File: src/rtl/pwm_bank_if.sv
// Memory-stage store/load bus between the CPU and the PWM bank.
// The CPU side drives addresses and strobes; the peripheral returns registered load data.
interface pwm_bank_if;
    logic [31:0] addr;
    logic [31:0] data_in;
    logic        write_enable;
    logic        read_enable;
    logic [31:0] data_out;
    logic        read_valid;

    modport master (
        output addr,
        output data_in,
        output write_enable,
        output read_enable,
        input  data_out,
        input  read_valid
    );

    modport slave (
        input  addr,
        input  data_in,
        input  write_enable,
        input  read_enable,
        output data_out,
        output read_valid
    );
endinterface

File: src/rtl/pwm_bank.sv
// Multi-channel PWM bank with a shared prescaler and per-channel period/duty/mode.
// Pending registers take CPU writes; active copies reload at each channel's period boundary.
module pwm_bank #(
    parameter int         CHANNELS  = 4,
    parameter int         CNT_WIDTH = 16,
    parameter int         PRE_WIDTH = 8,
    parameter logic [2:0] PERIPH_ID = 3'b001
) (
    input  logic                clk,
    input  logic                rst,
    pwm_bank_if.slave           bus,
    output logic [CHANNELS-1:0] pwm_out
);
    typedef logic [CNT_WIDTH-1:0] cnt_t;

    localparam cnt_t                 CNT_ZERO = {CNT_WIDTH{1'b0}};
    localparam cnt_t                 CNT_ONE  = cnt_t'(1'b1);
    localparam logic [PRE_WIDTH-1:0] PRE_ZERO = {PRE_WIDTH{1'b0}};
    localparam logic [PRE_WIDTH-1:0] PRE_ONE  = PRE_WIDTH'(1'b1);

    logic [CHANNELS:0]    ctrl_q, ctrl_d;
    logic [PRE_WIDTH-1:0] prescale_q, prescale_d;
    logic [PRE_WIDTH-1:0] pre_cnt_q, pre_cnt_d;

    cnt_t       period_pend_q [CHANNELS];
    cnt_t       period_pend_d [CHANNELS];
    cnt_t       duty_pend_q   [CHANNELS];
    cnt_t       duty_pend_d   [CHANNELS];
    logic [1:0] mode_pend_q   [CHANNELS];
    logic [1:0] mode_pend_d   [CHANNELS];
    cnt_t       period_act_q  [CHANNELS];
    cnt_t       period_act_d  [CHANNELS];
    cnt_t       duty_act_q    [CHANNELS];
    cnt_t       duty_act_d    [CHANNELS];
    logic [1:0] mode_act_q    [CHANNELS];
    logic [1:0] mode_act_d    [CHANNELS];
    cnt_t       cnt_q         [CHANNELS];
    cnt_t       cnt_d         [CHANNELS];

    logic [CHANNELS-1:0] down_q, down_d;
    logic [CHANNELS-1:0] pwm_q, pwm_d;
    logic [CHANNELS-1:0] active_s, bnd_s;

    logic [31:0] data_out_q, data_out_d;
    logic        read_valid_q, read_valid_d;

    logic        sel_s, wr_s, tick_s, ch_hit_s;
    logic [5:0]  off_s, ch_off_s;
    logic [3:0]  ch_idx_s;
    logic [1:0]  sub_s;
    logic [31:0] rdata_s;
    logic        unused_s;

    assign sel_s    = (bus.addr[31:29] == PERIPH_ID);
    assign off_s    = bus.addr[7:2];
    assign ch_off_s = off_s - 6'd4;
    assign ch_idx_s = ch_off_s[5:2];
    assign sub_s    = ch_off_s[1:0];
    assign ch_hit_s = (off_s >= 6'd4) && (int'(ch_idx_s) < CHANNELS);
    assign wr_s     = sel_s && bus.write_enable;
    assign tick_s   = ctrl_q[0] && (pre_cnt_q == prescale_q);
    assign unused_s = ^{bus.addr[28:8], bus.addr[1:0], bus.data_in};

    // Load data mux: pending values, control, prescale and live counters
    always_comb begin
        rdata_s = 32'd0;
        if (!sel_s) begin
            rdata_s = 32'd0;
        end else if (off_s == 6'd0) begin
            rdata_s[CHANNELS:0] = ctrl_q;
        end else if (off_s == 6'd1) begin
            rdata_s[PRE_WIDTH-1:0] = prescale_q;
        end else if (ch_hit_s) begin
            for (int c = 0; c < CHANNELS; c++) begin
                if (ch_idx_s == 4'(c)) begin
                    case (sub_s)
                        2'd0:    rdata_s[CNT_WIDTH-1:0] = period_pend_q[c];
                        2'd1:    rdata_s[CNT_WIDTH-1:0] = duty_pend_q[c];
                        2'd2:    rdata_s[1:0]           = mode_pend_q[c];
                        2'd3:    rdata_s[CNT_WIDTH-1:0] = cnt_q[c];
                        default: rdata_s                = 32'd0;
                    endcase
                end else begin
                    rdata_s = rdata_s;
                end
            end
        end else begin
            rdata_s = 32'd0;
        end
    end

    // Store decode for control, prescale and the pending channel registers
    always_comb begin
        ctrl_d     = ctrl_q;
        prescale_d = prescale_q;
        if (wr_s && (off_s == 6'd0)) begin
            ctrl_d = bus.data_in[CHANNELS:0];
        end else if (wr_s && (off_s == 6'd1)) begin
            prescale_d = bus.data_in[PRE_WIDTH-1:0];
        end else begin
            ctrl_d     = ctrl_q;
            prescale_d = prescale_q;
        end
        for (int c = 0; c < CHANNELS; c++) begin
            period_pend_d[c] = period_pend_q[c];
            duty_pend_d[c]   = duty_pend_q[c];
            mode_pend_d[c]   = mode_pend_q[c];
            if (wr_s && ch_hit_s && (ch_idx_s == 4'(c))) begin
                case (sub_s)
                    2'd0:    period_pend_d[c] = bus.data_in[CNT_WIDTH-1:0];
                    2'd1:    duty_pend_d[c]   = bus.data_in[CNT_WIDTH-1:0];
                    2'd2:    mode_pend_d[c]   = bus.data_in[1:0];
                    default: mode_pend_d[c]   = mode_pend_q[c];
                endcase
            end else begin
                mode_pend_d[c] = mode_pend_q[c];
            end
        end
    end

    // Shared prescaler: wraps after reaching PRESCALE, held at zero while globally disabled
    always_comb begin
        pre_cnt_d = pre_cnt_q;
        if (!ctrl_q[0]) begin
            pre_cnt_d = PRE_ZERO;
        end else if (tick_s) begin
            pre_cnt_d = PRE_ZERO;
        end else begin
            pre_cnt_d = pre_cnt_q + PRE_ONE;
        end
    end

    // Per-channel activity and period-boundary detection
    always_comb begin
        active_s = {CHANNELS{1'b0}};
        bnd_s    = {CHANNELS{1'b0}};
        for (int c = 0; c < CHANNELS; c++) begin
            active_s[c] = ctrl_q[0] & ctrl_q[c+1];
            // Centre mode with PERIOD=1 never turns round, so count==1 going up also ends it
            bnd_s[c] = (period_act_q[c] == CNT_ZERO)
                    || (!mode_act_q[c][0] && (cnt_q[c] == period_act_q[c]))
                    || (mode_act_q[c][0] && (cnt_q[c] == CNT_ONE)
                        && (down_q[c] || (period_act_q[c] == CNT_ONE)));
        end
    end

    // Channel counters, direction, active-register reload and compare
    always_comb begin
        for (int c = 0; c < CHANNELS; c++) begin
            cnt_d[c]        = cnt_q[c];
            down_d[c]       = down_q[c];
            period_act_d[c] = period_act_q[c];
            duty_act_d[c]   = duty_act_q[c];
            mode_act_d[c]   = mode_act_q[c];
            if (!active_s[c] || (tick_s && bnd_s[c])) begin
                cnt_d[c]        = CNT_ZERO;
                down_d[c]       = 1'b0;
                period_act_d[c] = period_pend_q[c];
                duty_act_d[c]   = duty_pend_q[c];
                mode_act_d[c]   = mode_pend_q[c];
            end else if (!tick_s) begin
                cnt_d[c] = cnt_q[c];
            end else if (down_q[c]) begin
                cnt_d[c] = cnt_q[c] - CNT_ONE;
            end else if (mode_act_q[c][0] && (cnt_q[c] == period_act_q[c])) begin
                down_d[c] = 1'b1;
                cnt_d[c]  = cnt_q[c] - CNT_ONE;
            end else begin
                cnt_d[c] = cnt_q[c] + CNT_ONE;
            end
            pwm_d[c] = (active_s[c] && (cnt_q[c] < duty_act_q[c])) ^ mode_act_q[c][1];
        end
    end

    // Load response: valid for one cycle after a load, data held otherwise
    always_comb begin
        read_valid_d = bus.read_enable;
        if (bus.read_enable) begin
            data_out_d = rdata_s;
        end else begin
            data_out_d = data_out_q;
        end
    end

    // Global state registers
    always_ff @(posedge clk or negedge rst) begin
        if (!rst) begin
            ctrl_q       <= {(CHANNELS+1){1'b0}};
            prescale_q   <= PRE_ZERO;
            pre_cnt_q    <= PRE_ZERO;
            down_q       <= {CHANNELS{1'b0}};
            pwm_q        <= {CHANNELS{1'b0}};
            data_out_q   <= 32'd0;
            read_valid_q <= 1'b0;
        end else begin
            ctrl_q       <= ctrl_d;
            prescale_q   <= prescale_d;
            pre_cnt_q    <= pre_cnt_d;
            down_q       <= down_d;
            pwm_q        <= pwm_d;
            data_out_q   <= data_out_d;
            read_valid_q <= read_valid_d;
        end
    end

    // Per-channel register arrays
    always_ff @(posedge clk or negedge rst) begin
        if (!rst) begin
            for (int c = 0; c < CHANNELS; c++) begin
                period_pend_q[c] <= CNT_ZERO;
                duty_pend_q[c]   <= CNT_ZERO;
                mode_pend_q[c]   <= 2'b00;
                period_act_q[c]  <= CNT_ZERO;
                duty_act_q[c]    <= CNT_ZERO;
                mode_act_q[c]    <= 2'b00;
                cnt_q[c]         <= CNT_ZERO;
            end
        end else begin
            for (int c = 0; c < CHANNELS; c++) begin
                period_pend_q[c] <= period_pend_d[c];
                duty_pend_q[c]   <= duty_pend_d[c];
                mode_pend_q[c]   <= mode_pend_d[c];
                period_act_q[c]  <= period_act_d[c];
                duty_act_q[c]    <= duty_act_d[c];
                mode_act_q[c]    <= mode_act_d[c];
                cnt_q[c]         <= cnt_d[c];
            end
        end
    end

    assign bus.data_out   = data_out_q;
    assign bus.read_valid = read_valid_q;
    assign pwm_out        = pwm_q;
endmodule
File: src/flat_wrapper.sv
// flat-port wrapper written by rule: the top's interface ports become plain ports
module pwm_bank_flat 
#(
    parameter int         CHANNELS  = 4,
    parameter int         CNT_WIDTH = 16,
    parameter int         PRE_WIDTH = 8,
    parameter logic [2:0] PERIPH_ID = 3'b001
)
  (clk, rst, pwm_out, bus_addr, bus_data_in, bus_write_enable, bus_read_enable, bus_data_out, bus_read_valid);
  pwm_bank_if bus_i ();
  input  logic clk;
  input  logic rst;
  output logic [CHANNELS-1:0] pwm_out;
  input wire logic [$bits(bus_i.addr)-1:0] bus_addr;
  input wire logic [$bits(bus_i.data_in)-1:0] bus_data_in;
  input wire logic [$bits(bus_i.write_enable)-1:0] bus_write_enable;
  input wire logic [$bits(bus_i.read_enable)-1:0] bus_read_enable;
  output wire logic [$bits(bus_i.data_out)-1:0] bus_data_out;
  output wire logic [$bits(bus_i.read_valid)-1:0] bus_read_valid;
  assign bus_i.addr = bus_addr;
  assign bus_i.data_in = bus_data_in;
  assign bus_i.write_enable = bus_write_enable;
  assign bus_i.read_enable = bus_read_enable;
  assign bus_data_out = bus_i.data_out;
  assign bus_read_valid = bus_i.read_valid;
  pwm_bank #(.CHANNELS(CHANNELS), .CNT_WIDTH(CNT_WIDTH), .PRE_WIDTH(PRE_WIDTH), .PERIPH_ID(PERIPH_ID)) u_core (.clk(clk), .rst(rst), .bus(bus_i), .pwm_out(pwm_out));
endmodule
File: config.mk
export PLATFORM = sky130hd
export DESIGN_NAME = pwm_bank_flat
export DESIGN_NICKNAME = d
export VERILOG_FILES = /design/src/rtl/pwm_bank_if.sv /design/src/rtl/pwm_bank.sv /design/src/flat_wrapper.sv
export SDC_FILE = /design/constraint.sdc
export NUM_CORES = 1
export LEC_CHECK = 0
export CAP_MARGIN = 20
export CELL_PAD_IN_SITES_DETAIL_PLACEMENT = 2
export CELL_PAD_IN_SITES_GLOBAL_PLACEMENT = 2
export CORE_MARGIN = 1
export CORE_UTILIZATION = 31
export CTS_CLUSTER_SIZE = 14
export DETAILED_ROUTE_END_ITERATION = 10
export PLACE_DENSITY = 0.67
export RECOVER_POWER = 100
export SLEW_MARGIN = 5
export SYNTH_ARGS = -nofsm -noshare
export SYNTH_HDL_FRONTEND = slang
export SYNTH_SLANG_ARGS = --single-unit
File: constraint.sdc
create_clock -name clk -period 4.15 [get_ports clk]
set_input_delay 0.415 -clock clk [delete_from_list [all_inputs] [get_ports clk]]
set_output_delay 0.415 -clock clk [all_outputs]
set_load 0.005 [all_outputs]
==> impl_metrics.json, run 1 <==
{
  "status": "finished, violations left",
  "violations": "capacitance limit, slew limit",
  "cts_hold_repair.buffers": 1,
  "cpMaxStageDelayCell": "or4_1",
  "crit_type": "reg2reg",
  "grt_setup_unrepaired": "no",
  "drv_cap": 1,
  "ir_drop_mv": 0.252,
  "ys_warn_count": 0,
  "yosysMostFrequentCell": "dfrtp_1",
  "syn_area_per_cell_sq_um": 10.7,
  "core_area_sq_um": 68600,
  "grtUsageTotal_pct": 21.3,
  "grt_overflow_total": 0,
  "worst-path-buf-inv": 1,
  "slew_viol_final": 84,
  "startpoint": "u_core.cnt_q[36]",
  "post_cts_buffers": 0,
  "grt_pass1_wl_um": 114000,
  "cts_inserted_buffers": 46,
  "grt_max_degree": 92,
  "clk_pin_slew_ps": 60,
  "cts_buffer_depth": 3,
  "ant_nets": 0,
  "netlist_instances": 2011,
  "wl_um": 74500,
  "worst_pin_slew_ps": 2570,
  "fin_crit_ps": 3610,
  "clock-sinks": 382,
  "synth_edf_count": 0,
  "portBuffers": 49,
  "die_y_um": 265,
  "route.detailed.drc": 0,
  "io_pins": 105,
  "worst_path_largest_cell_delay_ps": 680,
  "synthFlopType": "dfrtp_1",
  "fillerInstances": 7174,
  "initial_core_util_pct": 31.3,
  "synth.top_cell.area_share_pct": 44.5,
  "worstPathRequired_ps": 4620,
  "seqCellArea_sq_um": 9560,
  "reg2reg_from": "u_core.cnt_q[36]",
  "drive_gt1_share_pct": 20.1,
  "multi_input_area_sq_um": 10900,
  "finalHoldViolCount": 0,
  "area_growth_pct": 14.4,
  "die_w_um": 265,
  "hold_start": "u_core.duty_pend_q[56]",
  "fmax_mhz": 277,
  "finalCritPeriodShare_pct": 86.9,
  "worst_setup_path_start_kind": "flip-flop",
  "arrival_ps": 4080,
  "nNetsFinal": 2165,
  "clockRootBuffer": "clkbuf_16",
  "hpwlAfterDp_um": 51700,
  "async_flop_share_pct": 100,
  "grt_pass1_vias": 17932,
  "htree_levels": 2,
  "vias": 16225,
  "crit_path_max_fanout": 35,
  "setup_viol": 0,
  "critPathTopFamily": "simple AND/OR/NAND/NOR gates",
  "fp-row-count": 96,
  "relSlewSlack_pct": -71.2,
  "worstPathCellList": "or4_1 > nor2_1 > a21boi_0 > o2bb2ai_1 > a21oi_4 > clkbuf_2 > mux2_2",
  "p_per_area_nw_per_um2": 365,
  "worstSkewPairLatency_ps": 590,
  "drt-pass1-iter-count": 5,
  "antenna_found_initial": 2,
  "ys_types": 76,
  "drtIter0Drc": 860,
  "cts_tree": "done",
  "ys_seq_elements": 382,
  "yosysTopAreaCell": "dfrtp_1",
  "end_kind": "flip-flop",
  "fin_setup_tns_ps": 0,
  "postCtsResizedCells": 0,
  "die-area_sq_um": 70400,
  "synthTopCellsByCount": "dfrtp_1 (382), mux2_2 (246), nand2_1 (139)",
  "wl_per_cell_um": 24.9,
  "gp_congestion": 0.819,
  "skew_ps": 18.0,
  "hp-class": "reg2reg",
  "dpl-instance-area_sq_um": 23000,
  "synth_area_leaders": "dfrtp_1 (44%), mux2_2 (13%), mux2i_1 (4.6%)",
  "leakagePower_nw": 11.4,
  "post-route-cell-area_sq_um": 24600,
  "viasPerCell": 5.42,
  "ys_seq_area_share_pct": 44.5,
  "syn-cell-area_sq_um": 21500
}
cell families after synthesis:
family | after synthesis | share of synthesized area (%)
xor+xnor | 90 | 3.67
mux | 386 | 20.9
other cells | 1 | 0.0174
fa+ha+maj | 73 | 4.25
compound gates | 303 | 9.09
simple gates | 524 | 12.7
flops | 382 | 44.5
buf+inv | 252 | 4.95
cell type report:
class	count	share of cell area [%]
diodes	2	0.0204
clock buffers	65	5.68
clock inverters	20	1.05
inverters	107	1.63
multi-input cells	1392	44.5
flip-flops and latches	382	38.9
well taps	931	4.74
repair buffers	95	3.51
layer usage:
metal  vias up  track usage [%]  part of all wire, %
li1       7217                -                    -
met5         -                0                0.017
met2       247             36.1                   49
met3       108             2.72                  3.0
met1      8651             28.1                   45
met4         2             6.76                  3.1
sequential cells by signal (all words and copies together), names as in the netlist, 8 cells and up:
register              count
u_core.pre_cnt_q          8
u_core.period_pend_q     64
u_core.bus.data_out      16
u_core.duty_act_q        64
u_core.duty_pend_q       64
u_core.mode_act_q         8
u_core.prescale_q         8
u_core.mode_pend_q        8
u_core.period_act_q      64
u_core.cnt_q             64
metrics by stage:
| stage | setup slack, ps | utilization, % | cells | power (mW) | hold slack, ps |
|---|---|---|---|---|---|
| after floorplan | 1530 | - | 2026 | 4.28 | 119 |
| after global placement | 909 | 33.5 | 2903 | 4.58 | 470 |
| after detailed placement | 845 | 33.5 | 2903 | 4.61 | 496 |
| after CTS | 860 | 35.9 | 2989 | 9.11 | 466 |
| after global routing | 363 | 35.8 | 2992 | 9.27 | 514 |
| final | 543 | 35.8 | 2994 | 8.98 | 507 |
power by group:
part	internal (mW)	switching, mW
registers	3.81	0.0727
clock network	2.71	1.73
logic	0.236	0.416
layout by cell type (no fill, tap or decap), drive strengths merged, types with 19 or more instances in the layout:
| cell | instances |
|---|---|
| clkdlybuf4s50 | 24 |
| a21oi | 72 |
| dfrtp | 382 |
| o21ai | 81 |
| inv | 107 |
| nand2 | 139 |
| a31oi | 23 |
| mux2i | 99 |
| dlygate4sd3 | 23 |
| nor4 | 31 |
| mux4 | 24 |
| xnor2 | 71 |
| and3 | 28 |
| clkbuf | 80 |
| nand3 | 45 |
| nor3 | 39 |
| nor2 | 95 |
| a21o | 24 |
| xor2 | 19 |
| buf | 33 |
| nand4 | 40 |
| mux2 | 263 |
| ha | 73 |
worst reg2reg max path, delay by kind of cell (launching register included):
family,cells,cell delay (ps)
compound gates,3,830
mux,1,550
flops,1,540
simple gates,2,990
buf+inv,1,590
worst paths after layout:
path,slack [ps],depth (start not counted),end
setup reg to reg,540,7,u_core.duty_act_q[43]
max in group asynchronous,880,3,u_core.cnt_q[46]
setup / recovery,540,7,u_core.duty_act_q[43]
hold reg to reg,510,2,u_core.duty_act_q[56]
hold / removal,510,2,u_core.duty_act_q[56]
min in group asynchronous,1100,2,u_core.cnt_q[44]
Power figures use the tool's default switching activity.
==> run 2, diff against run 1 <==
- RECOVER_POWER: 100 -> 25
==> run 2 against run 1 <==
Against the previous run:
- power increased by 0.11%
- fmax increased by 8.9%
- first-iteration DRC count decreased by 6.9%
- critical path depth unchanged
- via count increased by 0.20%
- utilization increased by 0.11 points
- combinational power increased by 2%
- hold slack got worse by 1.7 ps
- critical path type unchanged
- die area unchanged
- non-clock buffer count unchanged
- largest cell class unchanged
- the flow still finishes with violations (capacitance limit, slew limit)
- sequential share of layout area decreased by 0.12 points
- largest power group unchanged
- count of clock-buffer cells in the layout unchanged
==> impl_metrics.json, run 2 (synthesis results as in run 1) <==
{
  "stdcell_count": 2994,
  "fin_crit_ps": 3310,
  "grt_max_degree": 92,
  "grt_pass1_vias": 17932,
  "hpwlAfterDp_um": 51700,
  "drt-pass1-iter-count": 7,
  "htree_levels": 2,
  "r2r_cells": 7,
  "combPwrFrac_pct": 7.4,
  "swShare_pct": 24.8,
  "wl_per_cell_um": 24.9,
  "area_growth_pct": 14.7,
  "whs_ps": 506,
  "worst_setup_path_start_kind": "flip-flop",
  "worstSetupPathDepth": 7,
  "cts_inserted_buffers": 46,
  "min_path_cells": 2,
  "route.detailed.drc": 0,
  "clock-sinks": 382,
  "worstPathRequired_ps": 4640,
  "cts_tree": "done",
  "p_clk_share_pct": 49.4,
  "cpMaxStageDelayCell": "nor4_1",
  "status": "finished, violations left",
  "post_cts_buffers": 0,
  "finalCritPeriodShare_pct": 79.8,
  "power.internal_mw": 6.76,
  "setup_viol": 0,
  "initial_core_util_pct": 31.3,
  "ant_nets": 0,
  "finalHoldViolCount": 0,
  "grt_pass1_wl_um": 114000,
  "drtIter0Drc": 801,
  "core_area_sq_um": 68600,
  "viasPerCell": 5.43,
  "postCtsResizedCells": 0,
  "mostFrequentLayoutCells": "dfrtp_1 (382), mux2_2 (246), nand2_1 (139)",
  "nNetsFinal": 2165,
  "die_y_um": 265,
  "antenna_found_initial": 2,
  "dp_cells": 2903,
  "die-area_sq_um": 70400,
  "fillerInstances": 7162,
  "grt_setup_unrepaired": "no",
  "worst_pin_slew_ps": 2600,
  "layout_commonest_cell": "dfrtp_1",
  "grtUsageTotal_pct": 21.3,
  "portBuffers": 49,
  "end_kind": "flip-flop",
  "wl_um": 74600,
  "worstSkewPairLatency_ps": 590,
  "fmax_mhz": 302,
  "arrival_ps": 3810,
  "hp-class": "reg2reg",
  "drive_gt1_share_pct": 20.8,
  "worst-path-buf-inv": 0,
  "cts_buffer_depth": 3,
  "crit_type": "reg2reg",
  "fp-row-count": 96,
  "grt_overflow_total": 0,
  "worstPathCellList": "xor2_1 > nor4_1 > nand2_1 > nor3_1 > o21ai_1 > or2_2 > a31oi_1",
  "drv_cap": 1,
  "relSlewSlack_pct": -73.2,
  "fin_setup_tns_ps": 0,
  "vias": 16257,
  "worst_path_largest_cell_delay_ps": 680,
  "critPathTopFamily": "simple AND/OR/NAND/NOR gates",
  "leakagePower_nw": 11.3,
  "skew_ps": 20.8,
  "clk_pin_slew_ps": 60,
  "post-route-util_pct": 36.0,
  "ir_drop_mv": 0.253,
  "io_pins": 105,
  "multi_input_area_sq_um": 11000,
  "crit_path_max_fanout": 9,
  "violations": "capacitance limit, slew limit",
  "clockRootBuffer": "clkbuf_16",
  "seqCellArea_sq_um": 9560,
  "seqPwrFrac_pct": 43.2,
  "die_w_um": 265,
  "gp_congestion": 0.819,
  "p_sw_mw": 2.23,
  "slew_viol_final": 84,
  "p_per_area_nw_per_um2": 364
}
run 2: power groups by stage:
stage / Sequential (mW) / Clock, mW / Combinational [mW]
final: 3.88 / 4.44 / 0.663
after global routing: 3.89 / 4.68 / 0.718
after CTS: 3.88 / 4.56 / 0.671
after detailed placement: 3.95 / 0 / 0.666
after global placement: 3.94 / 0 / 0.643
after floorplan: 3.92 / 0 / 0.358
run 2: worst min-delay path, cell delays in order (launching register included):
cell and delay [ps]:
dfrtp_1 360, nand2_1 50, o21ai_0 60
run 2: what timing repair did:
action,in CTS,in global routing
setup endpoints to repair,0,0
hold buffers,1,0
hold endpoints to repair,82,0
run 2: final cells by class:
class	count	share of cell area, %
sequential	382	38.8
timing repair buffer	95	3.67
clock buffer	65	5.66
antenna	2	0.0203
multi-input combinational	1392	44.5
tap	931	4.72
inverter	107	1.63
clock inverter	20	1.05
run 2: worst paths after layout:
check,from,endpoint,slack (ps)
setup / recovery,u_core.pre_cnt_q[2],u_core.cnt_q[30],840
min in group asynchronous,rst,u_core.cnt_q[44],1100
hold / removal,u_core.duty_pend_q[56],u_core.duty_act_q[56],510
hold reg to reg,u_core.duty_pend_q[56],u_core.duty_act_q[56],510
setup reg to reg,u_core.pre_cnt_q[2],u_core.cnt_q[30],840
max in group asynchronous,rst,u_core.cnt_q[46],1300
run 2: stage by stage:
stage | instance area [sq um] | power (mW) | worst slack (ps)
2_1_floorplan | 21600 | 4.28 | 1530
3_5_place_dp | 23000 | 4.61 | 845
3_3_place_gp | 23000 | 4.58 | 909
5_1_grt | 24700 | 9.28 | 678
6_report | 24700 | 8.99 | 839
4_1_cts | 24600 | 9.11 | 860
run 2: metal layers:
layer,up-vias,GRT usage [%],share of wire (%)
met2,244,36.1,49
met5,-,0,0.017
met1,8687,28.1,46
li1,7217,-,-
met4,2,6.76,3.0
met3,107,2.72,2.7
==> run 3, diff against run 2 <==
- PLACE_DENSITY: 0.67 -> 0.69
- clock period: 4.15 -> 2.85 ns (I/O delays scaled with it)
==> run 3 against run 2 <==
Against the previous run:
- the flow still finishes with violations (capacitance limit, slew limit)
- count of clock-buffer cells in the layout decreased by 3
- routed wire length grew 3.0%
- final area rose by 2.4%
- via count is 1.5% higher
- critical path type unchanged
- largest power group unchanged
- highest routed layer is now met4
==> impl_metrics.json, run 3 (synthesis results as in run 1) <==
{
  "cpMaxStageDelayCell": "dfrtp_1",
  "grt_pass1_wl_um": 118000,
  "grt_pass1_vias": 18424,
  "worstPathRequired_ps": 3350,
  "post-route-util_pct": 36.8,
  "fillerInstances": 7229,
  "skew_ps": 27.1,
  "die_w_um": 265,
  "route.detailed.drc": 0,
  "worst_path_largest_cell_delay_ps": 440,
  "p_total_mw": 12.7,
  "slew_viol_final": 63,
  "finalCritPeriodShare_pct": 97.5,
  "wl_um": 76800,
  "cts_tree": "done",
  "gp_congestion": 0.849,
  "fp-row-count": 96,
  "worst_setup_path_start_kind": "flip-flop",
  "fin_setup_tns_ps": 0,
  "nNetsFinal": 2246,
  "portBuffers": 49,
  "vias": 16494,
  "layout_commonest_cell": "dfrtp_1",
  "antenna_found_initial": 1,
  "setup_viol": 0,
  "violations": "capacitance limit, slew limit",
  "worstPathCellList": "xor2_1 > nor4_2 > buf_4 > nand2_1 > buf_4 > nor3_1 > o21ai_1 > or2_2 > a31oi_1",
  "critPathTopFamily": "simple AND/OR/NAND/NOR gates",
  "clock-sinks": 382,
  "status": "finished, violations left",
  "mostFrequentLayoutCells": "dfrtp_1 (382), mux2_2 (246), nand2_1 (139)",
  "ir_drop_mv": 0.412,
  "end_kind": "flip-flop",
  "cts_buffer_depth": 3,
  "cts_inserted_buffers": 46,
  "p_per_area_nw_per_um2": 502,
  "hpwlAfterDp_um": 55600,
  "grtUsageTotal_pct": 22.0,
  "core_area_sq_um": 68600,
  "die_y_um": 265,
  "finalHoldViolCount": 0,
  "area_growth_pct": 17.4,
  "grt_max_degree": 79,
  "drtIter0Drc": 807,
  "arrival_ps": 3280,
  "crit_path_max_fanout": 6,
  "fmax_mhz": 360,
  "die-area_sq_um": 70400,
  "drive_gt1_share_pct": 23.9,
  "initial_core_util_pct": 31.3,
  "clockRootBuffer": "clkbuf_16",
  "crit_type": "reg2reg",
  "worst_pin_slew_ps": 1850,
  "cp_common_cell": "buf_4",
  "worst-path-buf-inv": 2,
  "drv_cap": 1,
  "relSlewSlack_pct": -23.2,
  "fin_crit_ps": 2780,
  "wl_per_cell_um": 25.0,
  "grt_overflow_total": 0,
  "hp-class": "reg2reg",
  "ant_nets": 0,
  "htree_levels": 2,
  "worstSkewPairLatency_ps": 600,
  "viasPerCell": 5.37,
  "leakagePower_nw": 11.7,
  "clk_pin_slew_ps": 60,
  "drt-pass1-iter-count": 6,
  "io_pins": 105
}
-- run 3: per-stage QoR --
step                hold slack, ps  std cells  setup slack (ps)  area (sq um)
floorplan                    -10.6       2026               246         21600
global placement               285       2985               118         23700
detailed placement             287       2985              61.6         23700
CTS                            270       3069              2.31         25200
global route                   528       3071             -41.5         25200
finish                         510       3074              71.1         25200
-- run 3: power breakdown --
| group | switching (mW) | internal, mW | leakage (nW) |
|---|---|---|---|
| clock | 2.55 | 3.45 | 0.725 |
| combinational | 0.631 | 0.386 | 5.64 |
| sequential | 0.109 | 5.55 | 5.31 |
-- run 3: metal layers --
metal / wire length, um / vias to the layer above / track usage, %
met5: 0 / - / 0
met4: 1580 / 0 / 4.98
met3: 2100 / 90 / 2.59
met2: 38400 / 220 / 38.6
met1: 34800 / 8783 / 28.9
li1: - / 7401 / -
-- run 3: worst reg2reg max path, stage by stage, from the launching register on --
cell and delay (ps):
dfrtp_1 440, xor2_1 180, nor4_2 370, buf_4 190, nand2_1 160, buf_4 230, nor3_1 310, o21ai_1 270
or2_2 360, a31oi_1 170
-- run 3: final cells by class --
type,instances,area [sq um],area share (%)
multi-input cells,1392,11000,43.6
flip-flops and latches,382,9560,37.9
clock inverters,21,204,0.808
inverters,107,402,1.59
clock buffers,62,1320,5.23
repair buffers,176,1580,6.25
diodes,3,7.51,0.0297
well taps,931,1160,4.61
-- run 3: what timing repair did --
item	CTS	global route
buffers inserted	0	1
endpoints found under the hold margin	60	0
endpoints found under the setup margin	0	61
resized for setup	0	7
hold buffers	1	0
-- run 3: path summary, 6_finish.rpt --
kind | from | to | slack [ps] | cells after the start
setup / recovery | u_core.pre_cnt_q[2] | u_core.cnt_q[29] | 70 | 9
hold / removal | u_core.duty_act_q[8] | u_core.duty_act_q[8] | 510 | 1
setup reg to reg | u_core.pre_cnt_q[2] | u_core.cnt_q[29] | 70 | 9
hold reg to reg | u_core.duty_act_q[8] | u_core.duty_act_q[8] | 510 | 1
max in group asynchronous | rst | u_core.cnt_q[7] | 590 | 3
min in group asynchronous | rst | u_core.period_act_q[43] | 750 | 2
